==> src/rtl/reg_trace_checker.sv <==
// reg_trace_checker: steps through a loadable expected-value table, compares NUM_CH observed buses
// once per cycle, counts mismatches and records the first failing step. `TRACE_MASK_EN adds a don't-care mask table.

module reg_trace_lane #(
    parameter int DATA_WIDTH = 32
) (
    input  logic [DATA_WIDTH-1:0] obs,
    input  logic [DATA_WIDTH-1:0] exp_val,
    input  logic [DATA_WIDTH-1:0] mask,
    output logic                  miss
);
    assign miss = |((obs ^ exp_val) & mask);
endmodule


==> config.mk <==
export PLATFORM = sky130hd
export DESIGN_NAME = reg_trace_lane
export DESIGN_NICKNAME = d
export VERILOG_FILES = /design/src/rtl/reg_trace_checker.sv
export SDC_FILE = /design/constraint.sdc
export NUM_CORES = 1
export LEC_CHECK = 0
export ABC_AREA = 0
export CORE_MARGIN = 10
export CORE_UTILIZATION = 20
export DETAILED_ROUTE_END_ITERATION = 7
export PLACE_DENSITY = 0.9
export SYNTH_ARGS = -nofsm -noshare
export SYNTH_HDL_FRONTEND = slang
export SYNTH_SLANG_ARGS = --single-unit
export TNS_END_PERCENT = 30
==> constraint.sdc <==
create_clock -name vclk -period 2.2
set_input_delay 0.33 -clock vclk [all_inputs]
set_output_delay 0.33 -clock vclk [all_outputs]
set_load 0.05 [all_outputs]
==> run_results.csv <==
group,metric,value,unit
outcome,status,"complete, no violations",
floorplan,die_area,4430,µm²
pwr,powerDensity,157,nW/µm²
layout,layout_common_cells,"45 x clkdlybuf4s50_1, 39 x dlygate4sd2_1, 32 x xor2_1",
timing,tightest_slew,0.201,ns
detailed_routing,routedWlPerCell,17.1,µm
pwr,leakagePower,0.000725,µW
global_routing,grt_use_total,0.125,
setup_path,cp_cell_sequence,"clkdlybuf4s50_1, xor2_1, a22oi_1, nand4_1, or4_1, buf_6",
logic_synthesis,syn_inst,53,
logic_synthesis,netlist_area,433,µm²
flow_run,drv_cap,0,
floorplan,coreArea,2000,µm²
floorplan,die_h,66.5,µm
setup_path,critPathLaunch,"obs[1]",
timing,fmax,467,MHz
setup_path,crit_type,"primary input to output port",
layout,n_fill_cell,172,
logic_synthesis,synth_cell_types,4,
logic_synthesis,ys.warnings.count,0,
setup_path,cp_slowest_stage_delay,0.43,ns
layout,antenna_cells,0,
detailed_routing,antenna_left,0,
min_path,hp-start,"exp_val[16]",
layout,final_common_cell,"clkdlybuf4s50_1",
setup_path,start_kind,"primary input",
pwr,peakVddDrop,86.9,µV
setup_path,worstPathMaxFanout,1,
logic_synthesis,synth.top_cell.area_share,0.647,
detailed_routing,num_vias,813,
layout,seq_cell_count,0,
layout,syn_to_final_growth,228,%
placement,place.gp.congestion,0.874,
global_routing,overflow,0,
layout,regArea,0,µm²
timing,drv_slew,0,
placement,dp_slack,-0.136,ns
timing,post-route-min-period,2.14,ns
detailed_routing,wirelength,3.02,mm
setup_path,end_kind,"output port",
min_path,min_path_type,"primary input to output port",
timing,slew_headroom,0.866,
floorplan,rows,16,
global_routing,grt_pass1_wl,4.47,mm
timing,setup_viol,0,
setup_path,arrival,1.81,ns
detailed_routing,drc,0,
logic_synthesis,synth.area.top_cells,"xor2_1 65%, a22oi_1 28%, nand4_1 5.8%",
global_routing,grt_max_degree,2,
setup_path,cp.required,1.87,ns
placement,dp.final_hpwl,2.86,mm
detailed_routing,drt-pass1-iter-count,2,
placement,port_buffers,97,
logic_synthesis,postSynthNetCount,149,
min_path,hold_depth,6,
logic_synthesis,yosysSeqAreaShare,0,
layout,nets,248,
logic_synthesis,syn_avg_cell_area,8.17,µm²
floorplan,io_pins,97,
floorplan,start_util,0.216,
timing,rsz0062_at_grt,"no",
detailed_routing,drt_iter0_drc,14,
setup_path,crit_slowest_cell,"or4_1",
min_path,hold_path_end,"miss",
timing,post-route-period-util,0.972,
global_routing,grt_antenna_before_repair,0,
logic_synthesis,yosysTopAreaCell,"xor2_1",
global_routing,grt_pass1_vias,953,
floorplan,die_x,66.5,µm
layout,drive_gt1_frac,0.00667,
detailed_routing,avgViaCountPerCell,4.59,
pwr,power.total,224,µW
layout,n_clock_buffer,0,
timing,fin_ws,0.0607,ns
timing,hold_viol_final,0,
cell families after synthesis:
| logic type | after synthesis | synth area share |
|---|---|---|
| xor+xnor | 32 | 0.647 |
| simple gates | 5 | 0.0751 |
| compound gates | 16 | 0.277 |
Yosys cell counts, drive strengths merged:
cell / count
a22oi: 16
xor2: 32
nand4: 4
or4: 1
through the flow:
stage / instances / area, µm² / utilization / setup TNS [ns] / hold slack (ns)
2_1_floorplan: 53 / 433 / - / 0 / 1.14
3_3_place_gp: 177 / 1440 / 0.717 / -0.0873 / 1.54
3_5_place_dp: 177 / 1440 / 0.717 / -0.136 / 1.55
4_1_cts: 177 / 1390 / 0.694 / 0 / 1.43
5_1_grt: 177 / 1420 / 0.709 / 0 / 1.42
6_report: 177 / 1420 / 0.709 / 0 / 1.35
layer usage:
layer	vias up	wire [µm]	GRT usage
met3	0	321	0.0468
met1	369	909	0.106
met4	0	0	0
li1	395	-	-
met2	49	1790	0.274
met5	-	0	0
how the worst max path moves through the flow:
| stage | end | slack (ns) | cells past startpoint |
|---|---|---|---|
| 2_1_floorplan | miss | 0.36 | 4 |
| 3_3_place_gp | miss | -0.09 | 6 |
| 3_5_place_dp | miss | -0.14 | 6 |
| 4_1_cts | miss | 0.0005 | 6 |
| 5_1_grt | miss | 0.008 | 6 |
| 6_report | miss | 0.06 | 6 |
worst max-delay path, delay by kind of cell:
family	cells	cell delay [ns]
buf+inv	2	0.58
simple gates	2	0.57
compound gates	1	0.18
xor+xnor	1	0.14
power by group:
group          total [µW]  internal (µW)  switching, µW
registers               0              0              0
logic                 224            160           63.3
clock network           0              0              0
total                 224            160           63.3
repair_timing:
item                       in CTS  in global routing
setup endpoints to repair       1                  1
setup buffers                   0                  0
hold buffers                    0                  0
gates resized for setup        40                 12
pin swaps                      24                 12
cell type report:
cell class,instances,area (µm²),area share
multi-input combinational,53,433,0.305
tap,27,33.8,0.0238
timing repair buffer,97,953,0.671
No activity file was read; power rests on OpenSTA's default activity.
